===== config.mk =====
export PLATFORM = sky130hd
export DESIGN_NAME = fb_loader
export DESIGN_NICKNAME = d
export VERILOG_FILES = /design/src/rtl/fb_loader.sv
export SDC_FILE = /design/constraint.sdc
export NUM_CORES = 1
export LEC_CHECK = 0
export CORE_AREA = 2 2 103 105
export CTS_BUF_LIST = sky130_fd_sc_hd__clkbuf_8
export DETAILED_ROUTE_END_ITERATION = 16
export DIE_AREA = 0 0 105 107
export PLACE_DENSITY = 0.8
export SYNTH_ARGS = -nofsm -noshare
export SYNTH_HDL_FRONTEND = slang
export SYNTH_SLANG_ARGS = --single-unit

===== constraint.sdc =====
create_clock -name clk_in -period 2.7 [get_ports clk_in]
set_input_delay 0.54 -clock clk_in [delete_from_list [all_inputs] [get_ports clk_in]]
set_output_delay 0.54 -clock clk_in [all_outputs]
set_load 0.05 [all_outputs]

===== src/rtl/fb_loader.sv =====
// fb_loader: assembles a framed byte stream into 48-bit pixel-pair words
// and writes them into the panel image RAM at {img, 1'b0, row, col}.
// Frame: sync byte, image index, then 1024 words of 6 bytes (MSB first).
// Each word holds the top-half pixel in the upper 24 bits and the
// bottom-half pixel in the lower 24 bits.

module fb_loader #(
    parameter int          pixel_depth    = 8,
    parameter int          data_width     = 6 * pixel_depth,
    parameter int          addr_width     = 15,
    parameter int          num_images     = 12,
    parameter logic [7:0]  sync_byte      = 8'hA5,
    parameter int          timeout_cycles = 1000000
) (
    input  logic                  clk_in,
    input  logic                  rst,
    input  logic [7:0]            rx_data,
    input  logic                  rx_valid,
    output logic                  wr_en,
    output logic [addr_width-1:0] wr_addr,
    output logic [data_width-1:0] wr_data,
    output logic                  busy,
    output logic                  done,
    output logic                  err
);

    // Idle counter only needs to reach timeout_cycles-1.
    localparam int             tw           = (timeout_cycles > 2) ? $clog2(timeout_cycles) : 1;
    localparam logic [tw-1:0]  idle_limit   = tw'(timeout_cycles - 1);
    localparam logic [7:0]     num_images_b = 8'(num_images);

    typedef enum logic [1:0] {
        ST_IDLE  = 2'd0,
        ST_INDEX = 2'd1,
        ST_PIXEL = 2'd2
    } state_t;

    state_t                  state_r;
    state_t                  state_nxt_s;

    logic [3:0]              img_r;
    logic [9:0]              word_idx_r;
    logic [2:0]              byte_cnt_r;
    logic [data_width-1:0]   asm_r;
    logic [tw-1:0]           idle_cnt_r;

    logic                    wr_en_r;
    logic [addr_width-1:0]   wr_addr_r;
    logic [data_width-1:0]   wr_data_r;
    logic                    busy_r;
    logic                    done_r;
    logic                    err_r;

    logic                    sync_hit_s;
    logic                    idx_ok_s;
    logic                    idx_bad_s;
    logic                    pix_byte_s;
    logic                    word_done_s;
    logic                    last_word_s;
    logic                    timeout_s;

    assign wr_en   = wr_en_r;
    assign wr_addr = wr_addr_r;
    assign wr_data = wr_data_r;
    assign busy    = busy_r;
    assign done    = done_r;
    assign err     = err_r;

    // State register.
    always_ff @(posedge clk_in) begin
        if (rst) begin
            state_r <= ST_IDLE;
        end else begin
            state_r <= state_nxt_s;
        end
    end

    // Next-state decode; a received byte always takes priority over timeout.
    always_comb begin
        state_nxt_s = state_r;
        sync_hit_s  = 1'b0;
        idx_ok_s    = 1'b0;
        idx_bad_s   = 1'b0;
        pix_byte_s  = 1'b0;
        word_done_s = 1'b0;
        last_word_s = 1'b0;
        timeout_s   = 1'b0;
        case (state_r)
            ST_IDLE: begin
                if (rx_valid && (rx_data == sync_byte)) begin
                    sync_hit_s  = 1'b1;
                    state_nxt_s = ST_INDEX;
                end else begin
                    state_nxt_s = ST_IDLE;
                end
            end
            ST_INDEX: begin
                if (rx_valid) begin
                    if (rx_data < num_images_b) begin
                        idx_ok_s    = 1'b1;
                        state_nxt_s = ST_PIXEL;
                    end else begin
                        idx_bad_s   = 1'b1;
                        state_nxt_s = ST_IDLE;
                    end
                end else if (idle_cnt_r == idle_limit) begin
                    timeout_s   = 1'b1;
                    state_nxt_s = ST_IDLE;
                end else begin
                    state_nxt_s = ST_INDEX;
                end
            end
            ST_PIXEL: begin
                if (rx_valid) begin
                    pix_byte_s = 1'b1;
                    if (byte_cnt_r == 3'd5) begin
                        word_done_s = 1'b1;
                        if (word_idx_r == 10'd1023) begin
                            last_word_s = 1'b1;
                            state_nxt_s = ST_IDLE;
                        end else begin
                            state_nxt_s = ST_PIXEL;
                        end
                    end else begin
                        state_nxt_s = ST_PIXEL;
                    end
                end else if (idle_cnt_r == idle_limit) begin
                    timeout_s   = 1'b1;
                    state_nxt_s = ST_IDLE;
                end else begin
                    state_nxt_s = ST_PIXEL;
                end
            end
            default: begin
                state_nxt_s = ST_IDLE;
            end
        endcase
    end

    // Frame counters and word assembly; a partial word is simply abandoned.
    always_ff @(posedge clk_in) begin
        if (rst) begin
            img_r      <= 4'd0;
            word_idx_r <= 10'd0;
            byte_cnt_r <= 3'd0;
            asm_r      <= '0;
        end else if (idx_ok_s) begin
            img_r      <= rx_data[3:0];
            word_idx_r <= 10'd0;
            byte_cnt_r <= 3'd0;
            asm_r      <= asm_r;
        end else if (pix_byte_s) begin
            img_r      <= img_r;
            word_idx_r <= word_done_s ? (word_idx_r + 10'd1) : word_idx_r;
            byte_cnt_r <= (byte_cnt_r == 3'd5) ? 3'd0 : (byte_cnt_r + 3'd1);
            asm_r      <= {asm_r[data_width-9:0], rx_data};
        end else begin
            img_r      <= img_r;
            word_idx_r <= word_idx_r;
            byte_cnt_r <= byte_cnt_r;
            asm_r      <= asm_r;
        end
    end

    // Inter-byte idle counter: cleared by any byte, any state change, and in IDLE.
    always_ff @(posedge clk_in) begin
        if (rst) begin
            idle_cnt_r <= '0;
        end else if (rx_valid || (state_nxt_s != state_r) || (state_r == ST_IDLE)) begin
            idle_cnt_r <= '0;
        end else begin
            idle_cnt_r <= idle_cnt_r + tw'(1);
        end
    end

    // Registered RAM write port and status outputs.
    always_ff @(posedge clk_in) begin
        if (rst) begin
            wr_en_r   <= 1'b0;
            wr_addr_r <= '0;
            wr_data_r <= '0;
            busy_r    <= 1'b0;
            done_r    <= 1'b0;
            err_r     <= 1'b0;
        end else begin
            wr_en_r <= word_done_s;
            done_r  <= last_word_s;
            busy_r  <= (state_nxt_s != ST_IDLE);
            if (word_done_s) begin
                wr_addr_r <= addr_width'({img_r, 1'b0, word_idx_r});
                wr_data_r <= {asm_r[data_width-9:0], rx_data};
            end else begin
                wr_addr_r <= wr_addr_r;
                wr_data_r <= wr_data_r;
            end
            if (sync_hit_s) begin
                err_r <= 1'b0;
            end else if (idx_bad_s || timeout_s) begin
                err_r <= 1'b1;
            end else begin
                err_r <= err_r;
            end
        end
    end

endmodule

==> impl_metrics.py <==
metrics = {
    "die": {
        "io_pins": 78,
        "core_um2": 10100,
        "dieArea_um2": 11200,
        "die_h_um": 107,
        "start_util_pct": 54.7,
        "fp.dieW_um": 105,
        "rows": 37,
    },
    "synth": {
        "synth-main-ff-cell": "dfxtp_1",
        "synth_warnings": 0,
        "synth_top_family_by_area": "simple AND/OR/NAND/NOR gates",
        "syn-instance-count": 671,
        "synth_fa_ha_area_share_pct": 1.36,
        "yosysSeqAreaShare_pct": 52.5,
        "ys_ff_latch": 145,
        "synthMuxAreaShare_pct": 0.906,
        "synth-compound-area-share_pct": 12.3,
        "syn-cell-area_um2": 5520,
        "yosysUniqueCellTypes": 47,
        "synthArstFlopShare_pct": 0,
        "synthXorXnorAreaFrac_pct": 3.81,
        "synth_simple_gate_area_share_pct": 25.4,
        "avgSynthCellArea_um2": 8.23,
        "syn-num-nets": 688,
        "synth-edff-count": 0,
    },
    "timing": {
        "post-route-period-util_pct": 91.6,
        "min_period_ns": 2.47,
        "fmax_ghz": 0.404,
        "setup_viol": 0,
        "rsz0062_at_grt": "false",
        "report.final.slew_viol_count": 0,
        "tns_ns": 0,
        "fin_worst_skew_ns": 0.00735,
        "whs_ns": 0.452,
        "tightest_slew_ns": 0.793,
        "slew_headroom_pct": 47.2,
        "setup_ws_ns": 0.227,
        "hold_viol_final": 0,
    },
    "worst_setup_path": {
        "ff2ff_path_depth": 7,
        "regToRegSetupSlack_ns": 0.23,
        "cp_max_fo": 20,
        "crit_arrival_ns": 2.79,
        "cp-start-kind": "flop",
        "timing.rr.end": "idle_cnt_r[4]$_SDFF_PP0_",
        "end_kind": "flop",
        "crit_type": "reg -> reg",
        "worstPathRequired_ns": 3.01,
        "timing.rr.start": "idle_cnt_r[0]$_SDFF_PP0_",
    },
    "cells_and_area": {
        "final_common_cell": "nand2_1",
        "fin_nets": 758,
        "area_delta_synth_final_pct": 23.4,
        "antenna_cells": 0,
        "final_cell_mix": "nand2_1, dfxtp_1, a21oi_1",
        "final_layout_size_suffix_gt1_share_pct": 7.82,
        "fillers": 863,
    },
    "clocking": {
        "numCtsBuffers": 17,
        "htreeDepth": 4,
        "cts_resized": 0,
        "cts-root-buf": "clkbuf_8",
        "cts_buffer_depth": 2,
        "cts_setup_buffers": 0,
        "cts.sinks": 145,
        "insertion_delay_ns": 0.44,
        "cts_hold_buf": 0,
        "path_clk_slew_ns": 0.07,
        "cts_tree": "built",
    },
    "placement": {
        "port_buffers": 76,
        "post-place-ws_ns": 0.0299,
        "gp_congestion": 0.863,
        "dp_hpwl_mm": 8.32,
    },
    "routing": {
        "viasPerCell": 5.37,
        "via_count": 4775,
        "first_pass_iters": 5,
        "drt_iter0_drc": 226,
        "wl_per_cell_um": 13.9,
        "routed_wl_mm": 12.4,
        "drc_errors": 0,
        "ant_nets": 0,
    },
    "grt": {
        "grt_first_pass_wirelength_mm": 21.0,
        "grt.overflow.total": 0,
        "grt_pass1_vias": 4553,
        "track_usage_pct": 23.2,
        "grt_antenna_before_repair": 0,
        "grt_max_degree": 83,
    },
    "power_and_ir_drop": {
        "p_per_area_nw_per_um2": 560,
        "p_leak_nw": 2.24,
        "max-vdd-ir-drop_mv": 0.304,
        "p_total_mw": 3.82,
    },
    "run": {
        "max_cap_viol_count": 0,
    },
    "min_path": {
        "hold_class": "reg -> reg",
        "hold_start": "wr_addr[3]$_SDFFE_PP0P_",
        "whs_path_depth": 2,
        "holdPathEnd": "wr_addr[3]$_SDFFE_PP0P_",
    },
    "status": {
        "outcome": "complete, no violations",
    },
}
-- Yosys cell counts (6+ instances only) --
cell | n | share of area (%)
a21oi_1 | 110 | 10
clkbuf_1 | 30 | 2.0
dfxtp_1 | 145 | 53
ha_1 | 6 | 1.4
nand2_1 | 215 | 15
nand3_1 | 17 | 1.5
nand4_1 | 6 | 0.68
nor2_1 | 22 | 1.5
nor3_1 | 22 | 2.0
o21ai_0 | 6 | 0.54
xnor2_1 | 9 | 1.4
xor2_1 | 15 | 2.4
-- worst max-delay path by stage --
stage	cells after the start	to	slack [ns]	start
after global routing	7	idle_cnt_r[12]$_SDFF_PP0_	0.02	idle_cnt_r[0]$_SDFF_PP0_
after global placement	7	idle_cnt_r[18]$_SDFF_PP0_	0.14	rx_data[3]
after detailed placement	7	idle_cnt_r[16]$_SDFF_PP0_	0.03	rx_data[3]
final	7	idle_cnt_r[4]$_SDFF_PP0_	0.23	idle_cnt_r[0]$_SDFF_PP0_
after floorplan	7	idle_cnt_r[2]$_SDFF_PP0_	0.53	idle_cnt_r[0]$_SDFF_PP0_
after CTS	7	idle_cnt_r[16]$_SDFF_PP0_	0.24	idle_cnt_r[0]$_SDFF_PP0_
-- registers in the layout (all words and copies together), names as in the netlist --
signal	count
byte_cnt_r	3
err	1
state_r	2
wr_addr	14
idle_cnt_r	20
wr_data	48
img_r	4
done	1
wr_en	1
asm_r	40
word_idx_r	10
busy	1
-- where the power goes --
part	internal, mW	switching (mW)
Combinational	0.0208	0.0459
Sequential	2.14	0.0000884
Clock	0.802	0.815
Total	2.96	0.861
-- metal layers --
metal,track usage [%],routed length [um],vias up
met1,28.3,5520,2237
met4,8.95,254,0
met2,39.2,6050,129
met5,0,0,-
met3,6.20,588,21
li1,-,-,2388
-- logic make-up after synthesis --
group                    Yosys count
other                              1
multiplexers                       5
XOR/XNOR                          24
AO/OA/AOI/OAI                    127
buffers and inverters             44
adder cells (fa/ha/maj)            6
AND/OR/NAND/NOR                  319
flip-flops                       145
-- through the flow --
stage / area (um2) / utilization [%] / instances
after floorplan: 5520 / - / 671
after global placement: 6440 / 63.8 / 858
after detailed placement: 6440 / 63.8 / 858
after CTS: 6820 / 67.6 / 890
after global routing: 6820 / 67.6 / 890
final: 6820 / 67.6 / 890
-- critical path: stages (launching register included) --
cell and delay, ns:
dfxtp_1 0.40, ha_1 0.27, nand2_1 0.14, or4_4 0.57, a211oi_2 0.34, mux2i_1 0.25
buf_4 0.28, nor3_1 0.10
-- final cells by class --
cell class              count  area, um2  share of cell area, %
inverters                   4       15.0                  0.220
well taps                 136        170                   2.50
repair buffers             91        921                   13.5
multi-input cells         482       2430                   35.6
clock buffers              20        275                   4.04
clock inverters            12        106                   1.56
flip-flops and latches    145       2900                   42.6
No activity file was read; power rests on OpenSTA's default activity.
==> variant: new RTL, same flow settings <==
Re-encode `state_t` (3 states) as one-hot, 3 bits wide.
--- a/src/rtl/fb_loader.sv
+++ b/src/rtl/fb_loader.sv
@@ -29,10 +29,10 @@
     localparam logic [tw-1:0]  idle_limit   = tw'(timeout_cycles - 1);
     localparam logic [7:0]     num_images_b = 8'(num_images);
 
-    typedef enum logic [1:0] {
-        ST_IDLE  = 2'd0,
-        ST_INDEX = 2'd1,
-        ST_PIXEL = 2'd2
+    typedef enum logic [2:0] {
+        ST_IDLE  = 3'b001,
+        ST_INDEX = 3'b010,
+        ST_PIXEL = 3'b100
     } state_t;
 
     state_t                  state_r;
Check against the original RTL: no difference found for any inputs over 10 cycles, from zero or initial values and one cycle with rst high; not proved beyond that.
==> variant against the unedited design <==
- sequential cell count grew 1
- wire length grew 1.3%
- area after synthesis rose by 1.3%
- setup slack improved by 0.29 ns
- final area up 2.1%
- clock power up 25%
- register-to-register slack improved by 0.36 ns
- worst hold slack better by 0.0059 ns
- sequential share of layout area shrank 0.58 points
- via count grew 0.27%
- critical path type is now reg -> out
- total power is 11% higher
- synthesized cell count is 0.89% higher
- die area did not move
==> variant: results (changes against the unedited design) <==
Final layout
  • Final net count: 750 (-1.1%)
  • Layout cells sized above 1: 0.0827 (+0.00442)

Power and ir drop
  • Maximum vdd ir drop: 0.325 mV (+6.7%)
  • Static leakage: 2.24 nW (about the same)
  • Sw Pwr: 0.000898 W (+4.2%)
  • Comb power frac: 0.015 (-0.002)
  • Seq pwr share: 0.508 (-0.051)

Timing
  • Skew final: 0.0111 ns (+0.00373 ns)
  • Worst slew margin: 0.596 (+0.125)
  • Hold slack: 0.458 ns (+0.00586 ns)

Synthesis
  • Synth top area cells: dfxtp_1 (52%), nand2_1 (15%), a21oi_1 (9.6%)
  • Async SR Flop Fraction: 0 (unchanged)
  • Syn Nets: 690 (+0.29%)
  • Yosys cell types: 46 (-2.1%)
  • Seq/Total Area, Yosys: 0.522 (-0.00300)
  • Yosys warning count: 0 (unchanged)
  • Most common library cells after synthesis: nand2_1 (217), dfxtp_1 (146), a21oi_1 (107)

Global routing
  • Overall Global Routing Usage: 0.232 (+0.000271)
  • Vias in the first global route: 4562 (+0.20%)
  • Largest net degree at the start of global routing: 64 (-23%)
  • GRT met2 Usage: 0.394 (+0.00186)
  • Met3 usage: 0.0663 (+0.00426)
  • GR Util met1: 0.277 (-0.00544)
  • First-pass GRT wire length: 21.1 mm (+0.13%)

Setup path
  • Critical Path AT: 1.65 ns (-1.14 ns)
  • Delay-heaviest family, CP: buffers and inverters
  • CP max FO: 2 (-90%)
  • R2R Setup Slk: 0.59 ns (+0.36 ns)
  • CP max stage cell: clkdlybuf4s50_1
  • Slowest stage delay, CP: 0.82 ns (+0.25 ns)

Place
  • Routability cong.: 0.790 (-8.4%)
  • Final HPWL DP: 8.17 mm (-1.9%)

Clock tree
  • Clk pin slew, worst setup/hold paths: ~0.08 ns
  • H-tree depth: 4 (unchanged)
  • Postcts setup bufs: 0 (unchanged)

Drt
  • Wire length on met2: 6.31 mm (+4.3%)
  • 1st-pass router iterations: 5 (unchanged)
  • Routed WL: 12.6 mm (+1.3%)
  • Wire length on met3: 614 um (+4.4%)
  • WL met1: 5.40 mm (-2.1%)
  • Via-per-instance ratio: 5.40 (+0.72%)
  • Initial DRC Count: 236 (+4.4%)

Run status
  • Status: completed
[variant: changes by cell type after synthesis, moves of 4 or more]
cell     change
nand3_1      -5
ha_1         -4
o21ai_0      -4
xor2_1       +5
nand4_1      +9
buf_2       +13
nor3_2       +4
[variant: cell type report]
| type | instances | area (um2) |
|---|---|---|
| Multi-Input combinational cell | 479 | 2460 |
| Fill cell | 808 | 3130 |
| Clock inverter | 13 | 221 |
| Tap cell | 136 | 170 |
| Sequential cell | 146 | 2920 |
| Timing Repair Buffer | 90 | 913 |
| Inverter | 3 | 11.3 |
| Clock buffer | 19 | 262 |
[variant: logic make-up (layout without fill, tap and decap cells)]
| kind of cell | count (synthesis) | after routing | share of synthesized area |
|---|---|---|---|
| mux | 5 | 5 | 0.00895 |
| other cells | 1 | 1 | 0.000670 |
| xor+xnor | 28 | 28 | 0.0438 |
| simple gates | 323 | 323 | 0.261 |
| buf+inv | 52 | 125 | 0.0425 |
| flops | 146 | 146 | 0.522 |
| fa+ha+maj | 2 | 2 | 0.00447 |
| compound gates | 120 | 120 | 0.116 |
[variant: path summary, 6_finish.rpt]
kind	from	end	cells past startpoint
setup / recovery	wr_data[26]	wr_data[26]	1
hold / removal	wr_data[25]	wr_data[25]	2
setup reg to reg	state_r[0]	wr_data[22]	5
hold reg to reg	wr_data[25]	wr_data[25]	2
[variant: stage by stage]
stage | total power, W | instances | setup WS, ns | cell area, um2
3_3_place_gp | 0.00226 | 854 | 0.149 | 6480
5_1_grt | 0.00436 | 886 | 0.468 | 6960
4_1_cts | 0.00426 | 886 | 0.479 | 6960
3_5_place_dp | 0.00226 | 854 | 0.0772 | 6480
2_1_floorplan | 0.00224 | 677 | 0.742 | 5590
6_report | 0.00423 | 886 | 0.513 | 6960
